$ cat config.mk
export PLATFORM = sky130hd
export DESIGN_NAME = ddr_line_fetcher
export DESIGN_NICKNAME = d
export VERILOG_FILES = /design/src/rtl/ddr_line_fetcher.sv
export SDC_FILE = /design/constraint.sdc
export NUM_CORES = 1
export LEC_CHECK = 0
export BUFFER_PORTS_ARGS = -buffer_cell sky130_fd_sc_hd__buf_2
export CORE_AREA = 2 2 249 251
export CTS_BUF_LIST = sky130_fd_sc_hd__clkbuf_8
export CTS_CLUSTER_DIAMETER = 100
export DETAILED_ROUTE_END_ITERATION = 8
export DIE_AREA = 0 0 251 253
export GPL_ROUTABILITY_DRIVEN = 0
export GPL_TIMING_DRIVEN = 0
export PLACE_DENSITY_LB_ADDON = 0.15
export SETUP_SLACK_MARGIN = 0.2
export SKIP_LAST_GASP = 1
export SLEW_MARGIN = 20
export SYNTH_ARGS = -nofsm -noshare
export SYNTH_HDL_FRONTEND = slang
export SYNTH_SLANG_ARGS = --single-unit
$ cat constraint.sdc
create_clock -name clk -period 4.4 [get_ports clk]
set_clock_uncertainty 0.05 [all_clocks]
set_input_delay 0.22 -clock clk [delete_from_list [all_inputs] [get_ports clk]]
set_output_delay 0.22 -clock clk [all_outputs]
set_load 0.05 [all_outputs]
$ cat src/rtl/ddr_line_fetcher.sv
// DDR3 user-interface initiator: icache line fills as beat reads,
// plus single-beat preload writes. One line in flight at a time.
module ddr_line_fetcher #(
    parameter int LINE_BEATS      = 2,
    parameter int MAX_OUTSTANDING = 4,
    parameter int ADDR_W          = 28,
    localparam int BW = (LINE_BEATS > 1) ? $clog2(LINE_BEATS) : 1
) (
    input  logic              clk,
    input  logic              rst_n,
    input  logic              fill_req_valid,
    output logic              fill_req_ready,
    input  logic [ADDR_W-1:0] fill_req_addr,
    output logic              fill_rsp_valid,
    output logic [127:0]      fill_rsp_data,
    output logic [BW-1:0]     fill_rsp_beat,
    output logic              fill_rsp_last,
    input  logic              wr_req_valid,
    output logic              wr_req_ready,
    input  logic [ADDR_W-1:0] wr_req_addr,
    input  logic [127:0]      wr_req_data,
    input  logic [15:0]       wr_req_mask,
    output logic              busy,
    output logic              err_unexpected_rd,
    input  logic              ddr_calib_done,
    input  logic              ddr_cmd_ready,
    output logic [2:0]        ddr_cmd,
    output logic              ddr_cmd_en,
    output logic [27:0]       ddr_addr,
    output logic [127:0]      ddr_wr_data,
    output logic [15:0]       ddr_wr_data_mask,
    output logic              ddr_wr_data_en,
    input  logic [127:0]      ddr_rd_data,
    input  logic              ddr_rd_data_valid
);

    localparam int OW = (MAX_OUTSTANDING > 0) ? $clog2(MAX_OUTSTANDING + 1) : 1;
    localparam int LB = $clog2(LINE_BEATS * 16);
    localparam logic [BW-1:0] LAST_IDX = BW'(LINE_BEATS - 1);
    localparam logic [OW-1:0] MAX_OS   = OW'(MAX_OUTSTANDING);

    typedef enum logic [2:0] {
        S_CALIB,
        S_IDLE,
        S_WR_ISSUE,
        S_RD_ISSUE,
        S_RD_DRAIN
    } state_t;

    state_t            state;
    state_t            state_nx;
    logic [ADDR_W-1:0] line_base;
    logic [ADDR_W-1:0] wr_addr_q;
    logic [127:0]      wr_data_q;
    logic [15:0]       wr_mask_q;
    logic [BW-1:0]     issue_idx;
    logic [BW-1:0]     ret_idx;
    logic [OW-1:0]     outstanding;
    logic [ADDR_W-1:0] rd_addr;
    logic              fill_take;
    logic              wr_take;
    logic              rd_fire;
    logic              rd_ret;
    logic              rd_spurious;
    logic              unused_ok;

    assign unused_ok   = ^{fill_req_addr[LB-1:0], wr_req_addr[3:0]};
    assign rd_addr     = line_base + (ADDR_W'(issue_idx) << 4);
    assign fill_take   = fill_req_valid & fill_req_ready;
    assign wr_take     = wr_req_valid & wr_req_ready;
    assign rd_fire     = (state == S_RD_ISSUE) & ddr_cmd_en & ddr_cmd_ready;
    assign rd_ret      = ddr_rd_data_valid & (outstanding != '0);
    assign rd_spurious = ddr_rd_data_valid & (outstanding == '0);
    assign busy        = (state != S_IDLE);

    // Next-state and command/handshake decode from registered state.
    always_comb begin
        state_nx         = state;
        fill_req_ready   = 1'b0;
        wr_req_ready     = 1'b0;
        ddr_cmd          = 3'b000;
        ddr_cmd_en       = 1'b0;
        ddr_addr         = '0;
        ddr_wr_data      = '0;
        ddr_wr_data_mask = '0;
        ddr_wr_data_en   = 1'b0;
        case (state)
            S_CALIB: begin
                if (ddr_calib_done) state_nx = S_IDLE;
            end
            S_IDLE: begin
                wr_req_ready   = 1'b1;
                fill_req_ready = ~wr_req_valid;
                if (wr_req_valid)        state_nx = S_WR_ISSUE;
                else if (fill_req_valid) state_nx = S_RD_ISSUE;
            end
            S_WR_ISSUE: begin
                ddr_cmd_en       = 1'b1;
                ddr_wr_data_en   = 1'b1;
                ddr_addr         = 28'(wr_addr_q);
                ddr_wr_data      = wr_data_q;
                ddr_wr_data_mask = wr_mask_q;
                if (ddr_cmd_ready) state_nx = S_IDLE;
            end
            S_RD_ISSUE: begin
                ddr_cmd    = 3'b001;
                ddr_cmd_en = (outstanding < MAX_OS);
                ddr_addr   = 28'(rd_addr);
                if (ddr_cmd_en && ddr_cmd_ready && issue_idx == LAST_IDX)
                    state_nx = S_RD_DRAIN;
            end
            S_RD_DRAIN: begin
                if (rd_ret && ret_idx == LAST_IDX) state_nx = S_IDLE;
            end
            default: state_nx = S_CALIB;
        endcase
    end

    // State register.
    always_ff @(posedge clk) begin
        if (!rst_n) state <= S_CALIB;
        else        state <= state_nx;
    end

    // Request latches and per-line issue/return counters.
    always_ff @(posedge clk) begin
        if (!rst_n) begin
            line_base   <= '0;
            wr_addr_q   <= '0;
            wr_data_q   <= '0;
            wr_mask_q   <= '0;
            issue_idx   <= '0;
            ret_idx     <= '0;
            outstanding <= '0;
        end else begin
            if (rd_fire) issue_idx <= issue_idx + 1'b1;
            if (rd_ret)  ret_idx   <= ret_idx + 1'b1;
            if (rd_fire && !rd_ret)      outstanding <= outstanding + 1'b1;
            else if (!rd_fire && rd_ret) outstanding <= outstanding - 1'b1;
            if (wr_take) begin
                wr_addr_q <= {wr_req_addr[ADDR_W-1:4], 4'b0000};
                wr_data_q <= wr_req_data;
                wr_mask_q <= wr_req_mask;
            end
            if (fill_take) begin
                line_base <= {fill_req_addr[ADDR_W-1:LB], {LB{1'b0}}};
                issue_idx <= '0;
                ret_idx   <= '0;
            end
        end
    end

    // Registered beat return path and sticky spurious-data flag.
    always_ff @(posedge clk) begin
        if (!rst_n) begin
            fill_rsp_valid    <= 1'b0;
            fill_rsp_last     <= 1'b0;
            fill_rsp_data     <= '0;
            fill_rsp_beat     <= '0;
            err_unexpected_rd <= 1'b0;
        end else begin
            fill_rsp_valid <= rd_ret;
            fill_rsp_last  <= rd_ret & (ret_idx == LAST_IDX);
            if (rd_ret) begin
                fill_rsp_data <= ddr_rd_data;
                fill_rsp_beat <= ret_idx;
            end
            if (rd_spurious) err_unexpected_rd <= 1'b1;
        end
    end

endmodule
==> qor.yml, run 1 <==
setup_path:
  cp-start-kind: "register"
  slowest_delay_ns: 0.84
  path_class: "reg -> out"
  timing.critical_path.required_ns: 4.13
  end_kind: "output port"
  slowest_stage: "nor3b_2"
  cp_top_family: "simple AND/OR/NAND/NOR gates"
  crit_path_max_fanout: 10
  arrival_ns: 3.22
  path_buf_inv: 3
  worstPathCellList: "nor3b_2, buf_4, clkbuf_1, and2_1, buf_2"
timing:
  setup_violations: 0
  rsz0062_at_grt: "no"
  hold_viol: 0
  fmax_mhz: 287
  tightest_slew_ns: 0.959
  fin_crit_sh_pct: 79.3
  slew_headroom_pct: 35.8
  final.min_clock_period_ns: 3.49
  drv_slew: 0
  tns_ns: 0
  worst_slack_ns: 0.912
synthesis:
  ys_ff_latch: 331
  synth_seq_area_share_pct: 52.1
  syn_area_sq_um: 12700
  syn_area_per_cell_sq_um: 7.72
  syn_inst: 1647
  synth_top_area_share_pct: 52.1
  synth_top_area_cell: "dfxtp_1"
  synth_area_leaders: "dfxtp_1, nand2_1, a21oi_1, and2_1, clkbuf_1"
  synth_flop_cell: "dfxtp_1"
  synth.distinct_cells: 36
  yosys_warnings: 0
  synth_edf_count: 0
  async_flop_share_pct: 0
hold_path:
  hold_class: "in -> reg"
final_layout:
  final_util_pct: 35.1
  finalNonFillerCells: 3514
  register_area_sq_um: 6630
  layout_commonest_cell: "buf_2"
  fillCellCount: 6596
  nNetsFinal: 3013
  syn2layout_area_growth_pct: 68.5
  most-common-layout-cells: "buf_2, nand2_1, dfxtp_1, dlygate4sd3_1, a21oi_1"
  layout-drive-gt1-share_pct: 28.2
  multi_input_area_sq_um: 5480
route:
  post_drt_wl_per_cell_um: 16.4
  drt_iter0_markers: 440
  viasPerCell: 4.19
  ant_nets: 0
  vias: 14700
  drc: 0
  drt_pass1_iterations: 5
  drt-total-wl_mm: 57.8
clock_network:
  clock_path_buffers: 3
  clock_sinks: 331
  tritoncts: "done"
  clkTransAtPathRegs_ns: 0.05
  cts_buffers: 61
  cts_root_buf: "clkbuf_8"
  cts_resized: 0
  insertion_delay_ns: 0.63
  htreeDepth: 2
die:
  coreArea_sq_um: 61000
  num_rows: 91
  initial_utilization_pct: 20.8
  fp.dieW_um: 251
  die_h_um: 253
  die_area_sq_um: 63500
  io_pins: 647
pwr:
  p_per_area_nw_per_um2: 521
  peakVddDrop_mv: 0.315
  p_leak_nw: 9.61
grt:
  grt_pass1_wl_mm: 85.0
  grt_util_all_layers_pct: 17.3
  first_global_vias: 15100
  grt_max_degree: 16
  antenna_found_initial: 6
  grt_overflow: 0
placed_design:
  post-place-ws_ns: 1.27
  dp_hpwl_mm: 44.1
  portBuffers: 631
  placedCellCount: 3073
job:
  maxCapViolations: 0
run_status:
  status: "finished, final reports clean"
-- layout make-up --
| cell class | count | area share [%] |
|---|---|---|
| diodes | 5 | 0.0584 |
| plain buffers | 134 | 2.83 |
| clock buffers | 81 | 5.21 |
| clock inverters | 25 | 0.508 |
| inverters | 6 | 0.105 |
| multi-input cells | 1181 | 25.6 |
| flip-flops and latches | 331 | 30.9 |
| well taps | 790 | 4.62 |
| repair buffers | 961 | 30.2 |
-- final timing paths --
check | start | to | slack, ns | cells after the start
hold reg to reg | wr_mask_q[12]$_SDFFE_PN0P_ | wr_mask_q[12]$_SDFFE_PN0P_ | 0.40 | 2
hold / removal | wr_req_valid | state[0]$_SDFFE_PN0P_ | 0.11 | 5
setup / recovery | state[1]$_SDFFE_PN0P_ | ddr_wr_data[44] | 0.91 | 5
setup reg to reg | outstanding[2]$_SDFFE_PN0P_ | outstanding[2]$_SDFFE_PN0P_ | 1.36 | 9
-- layer usage --
metal | routed length (um) | share of wire, % | global-route usage, % | vias to the layer above
li1 | - | - | - | 7341
met1 | 23200 | 40 | 19.3 | 6786
met2 | 28400 | 49 | 30.8 | 475
met3 | 4550 | 7.9 | 5.79 | 101
met4 | 1610 | 2.8 | 5.83 | 6
met5 | 37 | 0.064 | 0 | -
-- power breakdown --
| part | switching (mW) | total (mW) | internal (mW) |
|---|---|---|---|
| clock network | 1.32 | 2.95 | 1.62 |
| registers | 0.295 | 3.87 | 3.58 |
| logic | 3.14 | 4.35 | 1.21 |
-- worst min-delay path, stage by stage --
cell	delay [ns]
buf_2	0.15
o21a_1	0.12
nor2_1	0.03
o21ai_0	0.15
o22ai_1	0.06
-- logic make-up (layout without fill, tap and decap cells) --
kind of cell               count (synthesis)  count (layout)  share of synthesized area, %
muxes                                      2               2                         0.157
DFF                                      331             331                          52.1
AOI/OAI and AO/OA                        356             356                          14.9
other                                      1              11                        0.0295
adders and majority gates                  2               2                         0.256
xor gates and xnor gates                   3               3                         0.207
and+or+nand+nor                          812             812                          27.4
buffers and inverters                    140            1207                          4.94
-- what timing repair did --
item                                   CTS  global route
hold buffers                           330             0
buffers inserted                         0             0
endpoints found under the hold margin  324             0
-- state kept, by name, summed over array words and instances (netlist names) --
| register | cells |
|---|---|
| err_unexpected_rd | 1 |
| fill_rsp_beat | 1 |
| fill_rsp_data | 128 |
| fill_rsp_last | 1 |
| fill_rsp_valid | 1 |
| issue_idx | 1 |
| line_base | 23 |
| outstanding | 3 |
| ret_idx | 1 |
| state | 3 |
| wr_addr_q | 24 |
| wr_data_q | 128 |
| wr_mask_q | 16 |
-- Yosys cell counts (all sizes together), types with 2 or more instances --
cell / count
a21oi: 323
a22o: 24
and2: 146
buf: 47
clkbuf: 87
clkinv: 2
dfxtp: 331
inv: 4
mux2i: 2
nand2: 644
nand2b: 2
nand3: 4
nor2: 7
nor3: 2
nor3b: 2
o21ai: 2
xor2: 2
-- stage by stage --
step,power [mW],area (sq um),hold WS [ns]
3_3_place_gp,8.05,16900,0.388
2_1_floorplan,6.74,12700,0.306
5_1_grt,11.9,21400,0.0791
6_report,11.2,21400,0.106
4_1_cts,11.4,21400,0.0265
3_5_place_dp,8.08,16900,0.392
Note: power is estimated with default switching activity, not from simulation.
==> inputs of run 2 (changes only) <==
==> constraint.sdc (replaced) <==
create_clock -name clk -period 3.12 [get_ports clk]
set_clock_uncertainty 0.05 [all_clocks]
set_input_delay 0.156 -clock clk [delete_from_list [all_inputs] [get_ports clk]]
set_output_delay 0.156 -clock clk [all_outputs]
set_load 0.05 [all_outputs]
==> qor.yml, run 2 (same netlist as run 1, synthesis figures left out) <==
run_status:
  status: "finished, final reports clean"
placed_design:
  placed_area_sq_um: 16900
  post-place-ws_ns: -0.00595
  placedCellCount: 3073
  dp_hpwl_mm: 44.1
  portBuffers: 631
final_layout:
  register_area_sq_um: 6630
  fillCellCount: 6591
  nNetsFinal: 3020
  layout-drive-gt1-share_pct: 28.7
  layout_commonest_cell: "buf_2"
  finalNonFillerCells: 3520
  design_area_sq_um: 21500
  multi_input_area_sq_um: 5480
  reg_top3: "fill_rsp_data (128), wr_data_q (128), wr_addr_q (24)"
  syn2layout_area_growth_pct: 69.2
  most-common-layout-cells: "buf_2, nand2_1, dlygate4sd3_1, dfxtp_1, a21oi_1"
grt:
  antenna_found_initial: 6
  busiest_layer: "met2"
  grt_max_degree: 16
  first_global_vias: 15100
  met2_usage_pct: 30.8
  grt_use_met3_pct: 5.79
  grt_util_met1_pct: 19.3
  grt_util_all_layers_pct: 17.3
  grt_pass1_wl_mm: 85.1
  grt_overflow: 0
timing:
  hold_viol: 0
  setup_violations: 0
  rsz0062_at_grt: "no"
  tns_ns: 0
  drv_slew: 0
  final.min_clock_period_ns: 2.76
  fmax_mhz: 363
  slew_headroom_pct: 42.8
  tightest_slew_ns: 0.858
  fin_crit_sh_pct: 88.4
  worst_slack_ns: 0.362
clock_network:
  clock_path_buffers: 3
  clkTransAtPathRegs_ns: 0.06
  insertion_delay_ns: 0.63
  cts_buffers: 61
  cts_root_buf: "clkbuf_8"
  tritoncts: "done"
  clock_sinks: 331
  htreeDepth: 2
pwr:
  p_leak_nw: 9.67
  power.total_mw: 15.8
  p_per_area_nw_per_um2: 734
  peakVddDrop_mv: 0.444
job:
  maxCapViolations: 0
die:
  die_area_sq_um: 63500
  coreArea_sq_um: 61000
  initial_utilization_pct: 20.8
  io_pins: 647
  fp.dieW_um: 251
  num_rows: 91
  die_h_um: 253
route:
  post_drt_wl_per_cell_um: 16.4
  drt-total-wl_mm: 57.7
  drt_iter0_markers: 471
  vias: 14700
  viasPerCell: 4.18
  drt_pass1_iterations: 5
  ant_nets: 0
  drc: 0
hold_path:
  hold_class: "in -> reg"
setup_path:
  path_class: "reg -> reg"
  timing.critical_path.required_ns: 3.65
  arrival_ns: 3.29
  cp-start-kind: "register"
  end_kind: "register"
  crit_path_max_fanout: 10
==> run 2: final cells by class <==
class / count / area share, %
flip-flops and latches: 331 / 30.8
inverters: 6 / 0.122
well taps: 790 / 4.60
diodes: 4 / 0.0465
clock buffers: 81 / 5.18
plain buffers: 133 / 2.86
clock inverters: 25 / 0.506
multi-input cells: 1181 / 25.5
repair buffers: 969 / 30.4
==> run 2: power by group <==
part           switching [mW]  internal [mW]  total [mW]
registers               0.419           5.05        5.47
clock network            1.87           2.29        4.16
logic                    4.43           1.74        6.17
==> run 2: path summary, 6_finish.rpt <==
kind              slack [ns]  cells after the start                    endpoint                       start
setup / recovery        0.36                      8       state[0]$_SDFFE_PN0P_       state[2]$_SDFFE_PN0P_
hold / removal          0.19                      5  wr_data_q[64]$_SDFFE_PN0P_                wr_req_valid
setup reg to reg        0.36                      8       state[0]$_SDFFE_PN0P_       state[2]$_SDFFE_PN0P_
hold reg to reg         0.40                      2  wr_data_q[43]$_SDFFE_PN0P_  wr_data_q[43]$_SDFFE_PN0P_
==> run 2: timing repair <==
item	in CTS	in global routing
hold buffers	335	0
pin swaps	0	0
endpoints found under the hold margin	324	0
endpoints found under the setup margin	171	39
resized for setup	7	14
buffers inserted	3	0
==> run 2: metal layers <==
metal	vias up	wire length (um)
met4	6	1560
met1	6804	23100
met5	-	37
li1	7351	-
met3	98	4570
met2	472	28500
==> run 2: per-stage QoR <==
step | utilization (%) | hold slack, ns
2_1_floorplan | - | 0.242
3_3_place_gp | 27.7 | 0.348
3_5_place_dp | 27.7 | 0.354
4_1_cts | 35.2 | 0.135
5_1_grt | 35.2 | 0.190
6_report | 35.2 | 0.185
==> run 2: critical path, cell delays in order (launching register included) <==
cell,delay (ns)
dfxtp_1,0.30
buf_2,0.23
and3b_1,0.23
buf_2,0.20
a22oi_1,0.27
nand3_1,0.12
dlygate4sd3_1,0.62
o22ai_1,0.13
dlygate4sd3_1,0.56
==> inputs of run 3 (changes only) <==
==> constraint.sdc (replaced) <==
create_clock -name clk -period 3.55 [get_ports clk]
set_clock_uncertainty 0.05 [all_clocks]
set_input_delay 0.1775 -clock clk [delete_from_list [all_inputs] [get_ports clk]]
set_output_delay 0.1775 -clock clk [all_outputs]
set_load 0.05 [all_outputs]
==> qor.yml, run 3 (same netlist as run 1, synthesis figures left out) <==
run_status:
  status: "finished, final reports clean"
timing:
  hold_viol: 0
  tightest_slew_ns: 0.876
  fmax_mhz: 334
  setup_violations: 0
  fin_crit_sh_pct: 84.3
  drv_slew: 0
  final.min_clock_period_ns: 2.99
  slew_headroom_pct: 41.6
  tns_ns: 0
  rsz0062_at_grt: "no"
placed_design:
  placed_area_sq_um: 16900
  placedCellCount: 3073
  portBuffers: 631
  dp_hpwl_mm: 44.1
grt:
  grt_overflow: 0
  grt_pass1_wl_mm: 85.1
  grt_util_all_layers_pct: 17.3
  grt_max_degree: 16
  first_global_vias: 15100
  antenna_found_initial: 6
pwr:
  peakVddDrop_mv: 0.391
  p_leak_nw: 9.63
  p_clk_share_pct: 26.3
  p_per_area_nw_per_um2: 645
  power.net_switching_mw: 5.90
  combPwrFrac_pct: 39.0
  seqPwrFrac_pct: 34.6
  p_sw_share_pct: 42.5
  p_int_mw: 7.97
setup_path:
  cp-start-kind: "register"
  path_class: "reg -> reg"
  crit_path_max_fanout: 10
  slowest_delay_ns: 0.61
  end_kind: "register"
  worstPathCellList: "o31a_1, clkinv_1, clkbuf_1, ha_1, inv_1, fa_1, xor2_1, or3_1, a21oi_1"
  timing.critical_path.required_ns: 4.06
  reg2reg_slack_ns: 0.56
  arrival_ns: 3.51
  slowest_stage: "clkbuf_1"
final_layout:
  fillCellCount: 6590
  syn2layout_area_growth_pct: 69.1
  layout_commonest_cell: "buf_2"
  multi_input_area_sq_um: 5480
  finalNonFillerCells: 3521
  register_area_sq_um: 6630
  design_area_sq_um: 21500
  reg_top3: "fill_rsp_data (128), wr_data_q (128), wr_addr_q (24)"
  nNetsFinal: 3021
  layout-drive-gt1-share_pct: 28.2
  most-common-layout-cells: "buf_2, nand2_1, dlygate4sd3_1, dfxtp_1, a21oi_1"
route:
  ant_nets: 0
  drt_iter0_markers: 450
  drt_pass1_iterations: 4
  drt-total-wl_mm: 57.8
  post_drt_wl_per_cell_um: 16.4
  viasPerCell: 4.18
  drc: 0
  vias: 14700
die:
  die_area_sq_um: 63500
  fp.dieW_um: 251
  die_h_um: 253
  io_pins: 647
  num_rows: 91
  initial_utilization_pct: 20.8
  coreArea_sq_um: 61000
clock_network:
  clock_sinks: 331
  clkTransAtPathRegs_ns: 0.06
  tritoncts: "done"
  htreeDepth: 2
  cts_buffers: 61
  insertion_delay_ns: 0.64
  clock_path_buffers: 3
  cts_root_buf: "clkbuf_8"
job:
  maxCapViolations: 0
hold_path:
  hold_class: "in -> reg"
==> run 3: cell types whose count changed in the layout (fill, tap and decap cells not counted) <==
cell and delta:
clkinv_1 +1, clkinvlp_4 -1, clkbuf_1 +12, buf_4 -1
clkbuf_2 -10
==> run 3: final cells by class <==
| type | instances | share of cell area, % |
|---|---|---|
| antenna | 4 | 0.0466 |
| buffer | 134 | 2.82 |
| clock buffer | 81 | 5.19 |
| clock inverter | 25 | 0.506 |
| inverter | 6 | 0.105 |
| multi-input combinational | 1181 | 25.5 |
| sequential | 331 | 30.8 |
| tap | 790 | 4.60 |
| timing repair buffer | 969 | 30.4 |
==> run 3: what timing repair did <==
item                       in CTS  in global routing
gates resized for setup         1                  0
setup endpoints to repair     119                  0
hold buffers                  335                  0
setup buffers                   3                  0
hold endpoints to repair      324                  0
==> run 3: critical path: cells and delay by family, from the launching register on <==
family                     cells  cell delay, ns
and+or+nand+nor                1            0.30
adders and majority gates      2            0.69
xor gates and xnor gates       1            0.16
buffers and inverters          3            0.80
AOI/OAI and AO/OA              2            0.56
DFF                            1            0.35
==> run 3: power groups by stage <==
| stage | clock (mW) | combinational [mW] | sequential [mW] |
|---|---|---|---|
| 2_1_floorplan | 0 | 2.30 | 6.05 |
| 3_3_place_gp | 0 | 5.13 | 4.85 |
| 3_5_place_dp | 0 | 5.15 | 4.87 |
| 4_1_cts | 3.81 | 5.49 | 4.81 |
| 5_1_grt | 3.99 | 5.90 | 4.89 |
| 6_report | 3.65 | 5.41 | 4.80 |
==> run 3: final timing paths <==
path | start | to | cells after the start
max | outstanding[2]$_SDFFE_PN0P_ | outstanding[2]$_SDFFE_PN0P_ | 9
min reg2reg | wr_mask_q[12]$_SDFFE_PN0P_ | wr_mask_q[12]$_SDFFE_PN0P_ | 2
max reg2reg | outstanding[2]$_SDFFE_PN0P_ | outstanding[2]$_SDFFE_PN0P_ | 9
min | wr_req_valid | wr_data_q[64]$_SDFFE_PN0P_ | 5
==> run 3: metrics by stage <==
stage | hold WS, ns | utilization, % | worst slack [ns] | power [mW]
global placement | 0.369 | 27.7 | 0.449 | 9.97
global route | 0.211 | 35.2 | 0.275 | 14.8
finish | 0.205 | 35.2 | 0.557 | 13.9
CTS | 0.156 | 35.2 | 0.401 | 14.1
detailed placement | 0.376 | 27.7 | 0.424 | 10.0
floorplan | 0.263 | - | 1.21 | 8.35
==> run 3: layer usage <==
| layer | track usage (%) | wire [um] |
|---|---|---|
| met3 | 5.79 | 4660 |
| met1 | 19.3 | 23100 |
| met4 | 5.83 | 1660 |
| met5 | 0 | 37 |
| met2 | 30.8 | 28400 |
